## src/rtl/fifo_arb_pkg.sv

```systemverilog
// fifo_arb_pkg: shared FSM state type and default sizing for the FIFO write arbiter
package fifo_arb_pkg;
  typedef enum logic {IDLE, GRANT} state_t;
  localparam int DEF_DATA_SIZE = 12;
  localparam int DEF_NUM_REQ   = 4;
  localparam int DEF_BURST_MAX = 8;
endpackage

```

## src/rtl/fifo_rr_pick.sv

```systemverilog
// fifo_rr_pick: combinational round-robin pick, search starts at last+1 (mod NUM_REQ)
//   mask  : request mask (one bit per requester)
//   last  : index of the previous grantee
//   pick  : first set mask bit at or after last+1, wrapping
//   any   : at least one mask bit set
module fifo_rr_pick #(
  parameter int NUM_REQ = 4,
  parameter int IW = $clog2(NUM_REQ)
) (
  input  logic [NUM_REQ-1:0] mask,
  input  logic [IW-1:0]      last,
  output logic [IW-1:0]      pick,
  output logic               any
);
  logic [IW-1:0] idx;
  // Walk from the farthest candidate to the nearest so the nearest hit wins.
  always_comb begin
    pick = '0;
    idx = '0;
    for (int k = NUM_REQ; k >= 1; k--) begin
      idx = IW'((int'(last) + k) % NUM_REQ);
      if (mask[idx]) pick = idx;
    end
  end
  assign any = |mask;
endmodule

```

## src/rtl/fifo_wr_arbiter.sv

```systemverilog
// fifo_wr_arbiter: round-robin burst arbiter sharing one FIFO write port among NUM_REQ requesters
//   wclk, wrst      : clock, asynchronous active-low reset
//   cfg_enable      : per-requester arbitration enable (sampled only in IDLE)
//   req_valid/data  : per-requester word offer, word i at [i*DATA_SIZE +: DATA_SIZE]
//   req_ready       : word of requester i accepted this cycle
//   wFull           : FIFO full; gates winc
//   winc, wData     : FIFO write strobe and data
//   grant_id, busy  : current/last grantee, high while a burst is granted
module fifo_wr_arbiter
  import fifo_arb_pkg::*;
#(
  parameter int DATA_SIZE = DEF_DATA_SIZE,
  parameter int NUM_REQ   = DEF_NUM_REQ,
  parameter int BURST_MAX = DEF_BURST_MAX,
  parameter int IW = $clog2(NUM_REQ),
  parameter int BW = $clog2(BURST_MAX + 1)
) (
  input  logic                         wclk,
  input  logic                         wrst,
  input  logic [NUM_REQ-1:0]           cfg_enable,
  input  logic [NUM_REQ-1:0]           req_valid,
  input  logic [NUM_REQ*DATA_SIZE-1:0] req_data,
  output logic [NUM_REQ-1:0]           req_ready,
  input  logic                         wFull,
  output logic                         winc,
  output logic [DATA_SIZE-1:0]         wData,
  output logic [IW-1:0]                grant_id,
  output logic                         busy
);
  state_t state, state_nx;
  logic [IW-1:0] last_grant, pick;
  logic [BW-1:0] beat_cnt;
  logic any, gv, last_beat;
  fifo_rr_pick #(.NUM_REQ(NUM_REQ)) u_pick (
    .mask(req_valid & cfg_enable),
    .last(last_grant),
    .pick(pick),
    .any (any)
  );
  assign gv = req_valid[grant_id];
  assign last_beat = beat_cnt == BW'(BURST_MAX - 1);
  always_ff @(posedge wclk or negedge wrst)
    if (!wrst) state <= IDLE;
    else state <= state_nx;
  // A burst ends on its final accepted word or as soon as the grantee stops offering.
  always_comb
    state_nx = (state == IDLE) ? (any ? GRANT : IDLE)
             : ((!gv || (winc && last_beat)) ? IDLE : GRANT);
  always_comb begin
    busy = state == GRANT;
    winc = busy && gv && !wFull;
    req_ready = winc ? NUM_REQ'(1) << grant_id : '0;
    wData = req_data[int'(grant_id)*DATA_SIZE +: DATA_SIZE];
  end
  always_ff @(posedge wclk or negedge wrst)
    if (!wrst) begin
      grant_id <= '0;
      last_grant <= IW'(NUM_REQ - 1);
      beat_cnt <= '0;
    end else if (state == IDLE) begin
      if (any) begin
        grant_id <= pick;
        beat_cnt <= '0;
      end
    end else begin
      if (winc) beat_cnt <= beat_cnt + BW'(1);
      if (state_nx == IDLE) last_grant <= grant_id;
    end
endmodule

```

## config.mk

```make
export PLATFORM = sky130hd
export DESIGN_NAME = fifo_wr_arbiter
export DESIGN_NICKNAME = d
export VERILOG_FILES = /design/src/rtl/fifo_arb_pkg.sv /design/src/rtl/fifo_rr_pick.sv /design/src/rtl/fifo_wr_arbiter.sv
export SDC_FILE = /design/constraint.sdc
export NUM_CORES = 1
export LEC_CHECK = 0
export BUFFER_PORTS_ARGS = -buffer_cell sky130_fd_sc_hd__buf_2
export CAP_MARGIN = 10
export CORE_UTILIZATION = 25
export CTS_BUF_LIST = sky130_fd_sc_hd__clkbuf_2
export CTS_CLUSTER_DIAMETER = 30
export CTS_CLUSTER_SIZE = 30
export DETAILED_ROUTE_END_ITERATION = 7
export GPL_ROUTABILITY_DRIVEN = 0
export PLACE_DENSITY = 0.66
export SETUP_SLACK_MARGIN = 0.02
export SLEW_MARGIN = 20
export SYNTH_ARGS = -nofsm -noshare
export SYNTH_HDL_FRONTEND = slang
export SYNTH_SLANG_ARGS = --single-unit
```

## constraint.sdc

```tcl
create_clock -name wclk -period 4.2 [get_ports wclk]
set_clock_uncertainty 0.15 [all_clocks]
set_input_delay 0.21 -clock wclk [delete_from_list [all_inputs] [get_ports wclk]]
set_output_delay 0.21 -clock wclk [all_outputs]
set_load 0.02 [all_outputs]
```

; ---- Yosys cells after proc, flatten, opt, wreduce, memory -nomap -nowiden
; Index checks and enable logic that the tools add are counted.
[classes]
add_sub_neg = 5
multipliers = 1
n_lt_le_gt_ge = 5
eq_ne = 2
shifts = 2
muxes = 21
bitwise = 3
reduce_logical = 11
[op_table]
columns = cell, count
row1 = $shiftx 48x7->12, 1
row2 = $mux 4, 4
row3 = $lt 2x3->1 const B, 5
row4 = $bmux 1 s2, 5
row5 = $mux 1, 8
row6 = $mux 2, 4
row7 = $reduce_and 2->1, 3
row8 = $add 2x1->2 const B, 2
row9 = $add 2x2->2 const B, 2
row10 = $add 4x1->4 const B, 1
row11 = $and 4x4->4, 1
row12 = $eq 4x3->1 const B, 1
row13 = $mul 2x2->4 const B, 1
row14 = $reduce_or 4->1, 1
row15 = $shl 1x2->4 const A, 1
row16 = $logic_and 1x1->1, 3
row17 = $logic_not 1->1, 2
row18 = $ne 2x2->1 const B, 1
row19 = $not 1->1, 2
row20 = $reduce_bool 2->1, 1
row21 = $logic_or 1x1->1, 1
[totals]
ff_bits = 9
inputBits = 59
output_inout_bits = 20
wordCells = 54

; ---- Depth between registers and ports, before layout
; Gate-level depths: netlist of the first run.
[depth]
depth_word = 10
ltp_mapped = 6
depth_no_buf = 5

; ---- By module
; A second synthesis of the first run with hierarchy kept.
[unflattened]
cells_unflattened = 83
area_unflattened_um2 = 982.2
[modules_own_cells]
columns = module, instances, cells_each, area_each_um2, seq_area_each_um2
row1 = fifo_wr_arbiter, 1, 69, 890.9, 227.7
row2 = fifo_rr_pick, 1, 14, 91.3, 0.0

; ---- Least setup slack after synthesis of the first run
; OpenSTA, ideal clock, no wires.
[synth_path]
path_kind = register to register
from = reg grant_id[0]
to = reg beat_cnt[0]
setup_ns = 0.125
arrival_time_ns = 1.765
t_required_ns = 3.925
slack_ns = 2.160
path_stages_with_launch = 6
n_path_buf = 1
period_less_slack_ns = 2.040
path_cell_list = dfrtp_1 > buf_4 > or3b_1 > o22ai_2 > nor2_1 > mux2_2
[synth_via]
elab_chain_len = 6
[synth_rtl]
columns = element, line_no
row1 = "start, declared", fifo_wr_arbiter.sv:27  ; output logic [IW-1:0] grant_id,
row2 = "start signal, assigned", fifo_wr_arbiter.sv:62  ; grant_id <= pick;
row3 = $bmux 1 s2, fifo_wr_arbiter.sv:40  ; assign gv = req_valid[grant_id];
row4 = $mux 1 (implied by the code), fifo_wr_arbiter.sv:40
row5 = $logic_and 1x1->1 (2 in a row), fifo_wr_arbiter.sv:51  ; winc = busy && gv && !wFull;
row6 = named net winc, fifo_wr_arbiter.sv:25  ; output logic winc,
row7 = $ne 2x2->1 (no source line), -
row8 = $reduce_and 2->1 (no source line), -
row9 = "end signal, assigned", fifo_wr_arbiter.sv:66  ; if (winc) beat_cnt <= beat_cnt + BW'(1);
row10 = "end, declared", fifo_wr_arbiter.sv:32  ; logic [BW-1:0] beat_cnt;
; The timed path passes the listed nets, and every way through them passes these cells. The select of a mux whose other input is x is not followed.
; A chain may end at the register's enable or synchronous reset.

; ---- Worst setup path after layout of the first run
[layout_path]
from = reg grant_id[0]
to = out wData[1]
[layout_via]
elab_chain_len = 2
[layout_rtl]
columns = element, line_no
row1 = $mul 2x2->4, fifo_wr_arbiter.sv:53  ; wData = req_data[int'(grant_id)*DATA_SIZE +: DATA_SIZE];
row2 = $shiftx 48x7->12, fifo_wr_arbiter.sv:53
row3 = "end, declared", fifo_wr_arbiter.sv:26  ; output logic [DATA_SIZE-1:0] wData,
; Every way passes these cells.

==> impl_metrics.env, run 1 <==
export IMPL_port_buffers=78
export IMPL_grt_max_degree=22
export IMPL_ys_warn_count=0
export IMPL_grt_pass1_vias=903
export IMPL_synth_xor_area_frac=0.0101
export IMPL_r2r_start="grant_id[1]$_DFFE_PN0P_"
export IMPL_chipHeight_um=60.9
export IMPL_htree_levels=1
export IMPL_diodes=0
export IMPL_drc=0
export IMPL_criticalPathCategory="reg -> out"
export IMPL_finalWorstSetupSlack_ns=1.87
export IMPL_hold_viol_final=0
export IMPL_totalWireLength_um=2710
export IMPL_p_total_uw=785
export IMPL_cellPowerDensity_nw_per_um2=596
export IMPL_netlist_instances=71
export IMPL_numClockSinks=9
export IMPL_power_leakage_nw=0.653
export IMPL_drv_cap=0
export IMPL_synth_seq_cells=9
export IMPL_grtUsageTotal=0.131
export IMPL_dieArea_um2=3710
export IMPL_ys_seq_area_frac=0.262
export IMPL_synth_ff_type="dfrtp_1"
export IMPL_syn_nets=131
export IMPL_slew_headroom=0.404
export IMPL_grt_pass1_wl_um=3610
export IMPL_clk_latency_ns=0.25
export IMPL_r2r_end="last_grant[1]$_DFFE_PN1P_"
export IMPL_io_pins=79
export IMPL_ys_async_sr_fraction=1.00
export IMPL_ff2ff_path_depth=4
export IMPL_vdd_drop_max_uv=101
export IMPL_final_nets=211
export IMPL_area_growth_pct=51.9
export IMPL_synth_distinct_cells=35
export IMPL_start_util=0.260
export IMPL_ant_nets=0
export IMPL_met3_usage=0.0448
export IMPL_hold_path_class="in -> reg"
export IMPL_hpwl_um=2270
export IMPL_synth_fa_ha_area_frac=0.0144
export IMPL_busiest_layer="met2"
export IMPL_viasPerCell=5.01
export IMPL_fmax_mhz=429
export IMPL_pre_cts_slack_ns=1.88
export IMPL_coreArea_um2=3340
export IMPL_hold_depth=3
export IMPL_holdPathEnd="grant_id[0]$_DFFE_PN0P_"
export IMPL_synth_mux_area_frac=0.411
export IMPL_cts_resized=0
export IMPL_final_util=0.395
export IMPL_routed_via_count=981
export IMPL_worst_slew_pin_slew_ns=0.894
export IMPL_critPathArrivalTime_ns=1.97
export IMPL_finalCritPeriodShare=0.555
export IMPL_period_needed_ns=2.33
export IMPL_setup_viol=0
export IMPL_avgSynthCellArea_um2=12.2
export IMPL_rrSetupSlack_ns=1.91
export IMPL_worstPathMaxFanout=20
export IMPL_drt_iter0_drc=46
export IMPL_root_buffer="clkbuf_2"
export IMPL_maxSlewViolCount=0
export IMPL_end_kind="primary output"
export IMPL_fp_row_count=21
export IMPL_worst_setup_path_start_kind="flip-flop"
export IMPL_fin_setup_tns_ns=0
export IMPL_cts_clk_slew_worst_paths_ns=0.09
export IMPL_fillers=330
export IMPL_synth_compound_area_share=0.121
export IMPL_synth_edff_count=0
export IMPL_die_w_um=60.9
export IMPL_cp_required_ns=3.84
export IMPL_synth_top_family_by_area="multiplexers"
export IMPL_grt_overflow_total=0
export IMPL_drive_above_1_share=0.680
export IMPL_status="complete, no violations"
export IMPL_cts_tree="yes"
export IMPL_cts_buffers=3
export IMPL_synth_simple_gate_area_frac=0.146
export IMPL_max_clock_path_buffers=2
export IMPL_antenna_found_initial=0
export IMPL_route_detailed_wl_per_inst_um=13.8
export IMPL_syn_area_um2=868
export IMPL_met1_usage=0.125
export IMPL_min_delay_start="cfg_enable[3]"
export IMPL_grt_util_met2=0.265
export IMPL_rsz0062_at_grt="no"
export IMPL_drtPass1Iterations=4
==> cell usage after synthesis (3+ instances only) <==
| cell | n | area, um2 |
|---|---|---|
| nand2_1 | 6 | 22.5 |
| nor3_1 | 3 | 15.0 |
| nor2_1 | 5 | 18.8 |
| dfrtp_1 | 7 | 175 |
| mux4_2 | 12 | 270 |
==> timing repair <==
| item | CTS | global route |
|---|---|---|
| buffers inserted | 0 | 0 |
| hold buffers | 1 | 0 |
| endpoints found under the hold margin | 9 | 0 |
==> sequential cells by signal (all words and copies together), names as in the netlist <==
signal      cells
busy            1
last_grant      2
grant_id        2
beat_cnt        4
==> layout by cell type, fill, tap and decap left out, drive strengths merged <==
cell and instances:
a21o 1, a22o 2, a31oi 2, a41oi 1, buf 78, clkbuf 4, dfrtp 7, dfstp 2
dlygate4sd3 1, ha 1, inv 1, mux2 4, mux2i 3, mux4 12, nand2 6, nand2b 1
nand3b 1, nand4 1, nand4b 1, nand4bb 1, nor2 5, nor3 3, nor3b 2, o2111ai 2
o21a 1, o21ai 1, o22ai 2, o311a 1, or3 1, or3b 1, xnor2 1
==> stage by stage <==
step	cells	hold slack, ns	area (um2)
3_3_place_gp	191	-0.0790	1290
4_1_cts	196	0.107	1320
2_1_floorplan	71	-0.236	868
6_report	196	0.116	1320
5_1_grt	196	0.122	1320
3_5_place_dp	191	-0.0759	1290
==> cell type report <==
cell class                      count  area, um2  area share
Clock buffer                        4       20.0      0.0152
Inverter                            1       3.75     0.00285
Multi-Input combinational cell     57        609       0.462
Sequential cell                     9        228       0.173
Tap cell                           46       57.6      0.0436
Timing Repair Buffer               79        400       0.304
==> logic make-up (layout without fill, tap and decap cells) <==
kind of cell | after synthesis | count (layout)
buffers and inverters | 5 | 84
and+or+nand+nor | 23 | 23
xor gates and xnor gates | 1 | 1
muxes | 19 | 19
DFF | 9 | 9
AOI/OAI and AO/OA | 13 | 13
adders and majority gates | 1 | 1
==> per-layer routing <==
metal,wire length (um),up-vias
met3,283,2
met4,19,0
met1,994,467
met5,0,-
met2,1410,58
li1,-,454
==> report_power, final <==
group          internal (mW)  switching [mW]  leakage (nW)
combinational          0.266           0.239         0.527
clock                 0.0253          0.0291        0.0166
sequential             0.127          0.0998         0.110
==> worst max-delay path: stages, from the launching register on <==
cell and delay [ns]:
dfrtp_1 0.94, mux4_2 0.60, buf_2 0.17
==> how the worst max path moves through the flow <==
stage,start,to,slack [ns],cells after the start
2_1_floorplan,grant_id[0]$_DFFE_PN0P_,beat_cnt[0]$_DFFE_PN0P_,2.16,5
3_3_place_gp,grant_id[1]$_DFFE_PN0P_,last_grant[0]$_DFFE_PN1P_,2.02,4
3_5_place_dp,grant_id[1]$_DFFE_PN0P_,last_grant[1]$_DFFE_PN1P_,1.88,4
4_1_cts,grant_id[0]$_DFFE_PN0P_,winc,1.81,3
5_1_grt,grant_id[0]$_DFFE_PN0P_,winc,1.65,3
6_report,grant_id[0]$_DFFE_PN0P_,wData[1],1.87,2
Power figures use the tool's default switching activity.
==> inputs of run 2 (changes only) <==
--- a/config.mk
+++ b/config.mk
@@ -5,6 +5,7 @@
 export SDC_FILE = /design/constraint.sdc
 export NUM_CORES = 1
 export LEC_CHECK = 0
+export ABC_AREA = 1
 export BUFFER_PORTS_ARGS = -buffer_cell sky130_fd_sc_hd__buf_2
 export CAP_MARGIN = 10
 export CORE_UTILIZATION = 25
==> constraint.sdc (replaced) <==
create_clock -name wclk -period 2.1 [get_ports wclk]
set_clock_uncertainty 0.15 [all_clocks]
set_input_delay 0.105 -clock wclk [delete_from_list [all_inputs] [get_ports wclk]]
set_output_delay 0.105 -clock wclk [all_outputs]
set_load 0.02 [all_outputs]
==> run 2 against run 1 <==
Die area increased by 11%; highest routed layer unchanged; critical endpoint is now req_ready[0]; cell count is 52% higher; largest cell class unchanged; sequential share of layout area fell by 1.6 points; first-iteration DRC count up 33%; power increased by 120%; critical path depth increased by 8; via count is 40% higher; sequential cell count is the same; critical path type unchanged; combinational power increased to 2.6 times the previous value; register-to-register slack lost 1.5 ns.
==> impl_metrics.env, run 2 <==
export IMPL_synth_mux_area_frac=0.0104
export IMPL_max_clock_path_buffers=2
export IMPL_coreArea_um2=3690
export IMPL_drt_iter0_drc=61
export IMPL_cts_tree="yes"
export IMPL_syn_area_um2=966
export IMPL_yosysMostFrequentCell="nand2_1"
export IMPL_cellPowerDensity_nw_per_um2=1200
export IMPL_worst_setup_path_start_kind="flip-flop"
export IMPL_netlist_instances=166
export IMPL_ant_nets=0
export IMPL_htree_levels=1
export IMPL_status="complete, no violations"
export IMPL_period_needed_ns=1.96
export IMPL_syn_nets=226
export IMPL_ys_seq_area_frac=0.236
export IMPL_die_w_um=64.2
export IMPL_root_buffer="clkbuf_2"
export IMPL_grt_max_degree=13
export IMPL_numClockSinks=9
export IMPL_final_cell_mix="78 x buf_2, 77 x nand2_1, 24 x nand3_1, 16 x a22oi_1, 10 x inv_1"
export IMPL_clk_latency_ns=0.25
export IMPL_grt_pass1_wl_um=5030
export IMPL_start_util=0.262
export IMPL_synth_edff_count=0
export IMPL_hold_viol_final=0
export IMPL_synth_xor_area_frac=0.00907
export IMPL_ys_warn_count=0
export IMPL_hold_path_class="in -> reg"
export IMPL_top_register="beat_cnt"
export IMPL_fp_row_count=22
export IMPL_reg_top3="beat_cnt: 4 flops, grant_id: 2 flops, last_grant: 2 flops"
export IMPL_synth_top_family_by_area="simple AND/OR/NAND/NOR gates"
export IMPL_finalCritPeriodShare=0.935
export IMPL_power_leakage_nw=0.889
export IMPL_cts_buffers=3
export IMPL_synth_top_cells_by_count="77 x nand2_1, 24 x nand3_1, 16 x a22oi_1, 10 x inv_1"
export IMPL_critPathArrivalTime_ns=1.71
export IMPL_route_detailed_wl_per_inst_um=10.8
export IMPL_vdd_drop_max_uv=512
export IMPL_whs_ns=0.0471
export IMPL_yosysTopAreaCell="nand2_1"
export IMPL_final_nets=310
export IMPL_synth_seq_cells=9
export IMPL_avgSynthCellArea_um2=5.82
export IMPL_synth_fa_ha_area_frac=0.0130
export IMPL_totalWireLength_um=3190
export IMPL_chipHeight_um=64.2
export IMPL_grt_overflow_total=0
export IMPL_worstPathMaxFanout=10
export IMPL_diodes=0
export IMPL_cp_required_ns=1.85
export IMPL_viasPerCell=4.63
export IMPL_worst_slew_pin_slew_ns=0.206
export IMPL_largest_reg_flops=4
export IMPL_grtUsageTotal=0.151
export IMPL_p_total_mw=1.76
export IMPL_pre_cts_slack_ns=0.409
export IMPL_area_growth_pct=52.1
export IMPL_drc=0
export IMPL_end_kind="primary output"
export IMPL_cts_clk_slew_worst_paths_ns=0.09
export IMPL_slew_headroom=0.862
export IMPL_synth_top_area_frac=0.299
export IMPL_synth_distinct_cells=23
export IMPL_fmax_mhz=509
export IMPL_criticalPathCategory="reg -> out"
export IMPL_final_common_cell="buf_2"
export IMPL_port_buffers=78
export IMPL_synth_ff_type="dfrtp_1"
export IMPL_setup_viol=0
export IMPL_dieArea_um2=4120
export IMPL_drive_above_1_share=0.390
export IMPL_antenna_found_initial=0
export IMPL_synth_compound_area_share=0.158
export IMPL_hpwl_um=2590
export IMPL_routed_via_count=1374
export IMPL_grt_pass1_vias=1097
export IMPL_rsz0062_at_grt="yes"
export IMPL_synth_simple_gate_area_frac=0.505
export IMPL_final_cell_area_um2=1470
export IMPL_synthTopCellsByArea="nand2_1 30%, dfrtp_1 18%, nand3_1 12%"
export IMPL_dpl_cell_area_um2=1430
export IMPL_drtPass1Iterations=4
export IMPL_io_pins=79
export IMPL_drv_cap=0
export IMPL_finalWorstSetupSlack_ns=0.137
export IMPL_maxSlewViolCount=0
export IMPL_ys_async_sr_fraction=1.00
-- run 2: through the flow --
| stage | cells | util | setup TNS, ns |
|---|---|---|---|
| floorplan | 166 | - | 0 |
| global placement | 291 | 0.387 | 0 |
| detailed placement | 291 | 0.387 | 0 |
| CTS | 296 | 0.396 | 0 |
| global route | 297 | 0.398 | -0.0215 |
| finish | 297 | 0.398 | 0 |
-- run 2: worst paths after layout --
check                                             to  slack (ns)                       from  depth (start not counted)
min in group asynchronous    beat_cnt[1]$_DFFE_PN0P_        0.07                       wrst                          2
max                                     req_ready[0]        0.14    grant_id[1]$_DFFE_PN0P_                         10
min reg2reg                last_grant[1]$_DFFE_PN1P_        0.37  last_grant[1]$_DFFE_PN1P_                          2
max in group asynchronous  last_grant[0]$_DFFE_PN1P_        1.48                       wrst                          2
max reg2reg                  grant_id[0]$_DFFE_PN0P_        0.44  last_grant[0]$_DFFE_PN1P_                         11
min                          beat_cnt[0]$_DFFE_PN0P_        0.05                      wFull                          4
-- run 2: power breakdown --
group          switching (mW)  total [mW]  internal (mW)  leakage, nW
Sequential              0.103       0.355          0.252        0.110
Clock                  0.0639       0.114         0.0506       0.0166
Combinational           0.806        1.29          0.481        0.762
Total                   0.973        1.76          0.784        0.889
-- run 2: worst max-delay path, stage by stage, from the launching register on --
cell and delay (ns):
dfrtp_2 0.46, inv_2 0.09, nand2_1 0.06, inv_1 0.07
nand2_1 0.05, nand2_1 0.05, nor2_1 0.05, nor2_2 0.18
nand2_4 0.11, nor3_1 0.15, buf_2 0.19
-- run 2: area by class of cell --
| type | count | area (um2) |
|---|---|---|
| multi-input combinational | 140 | 672 |
| sequential | 9 | 230 |
| tap | 48 | 60.1 |
| timing repair buffer | 85 | 445 |
| clock buffer | 4 | 20.0 |
| inverter | 11 | 41.3 |
| fill | 433 | 2220 |
-- run 2: kinds of logic after synthesis --
kind of cell             after synthesis
multiplexers                           1
AND/OR/NAND/NOR                      116
flip-flops                             9
AO/OA/AOI/OAI                         21
buffers and inverters                 17
adder cells (fa/ha/maj)                1
XOR/XNOR                               1
-- run 2: what timing repair did --
item,4_1_cts,5_1_grt
setup endpoints to repair,0,2
hold buffers,1,0
resized for setup,0,2
setup buffers,0,1
hold endpoints to repair,9,0
-- run 2: metal layers --
| layer | wire [um] | track usage |
|---|---|---|
| met1 | 1530 | 0.221 |
| met2 | 1470 | 0.227 |
| met3 | 153 | 0.0232 |
| met4 | 35 | 0.0417 |
| met5 | 0 | 0 |
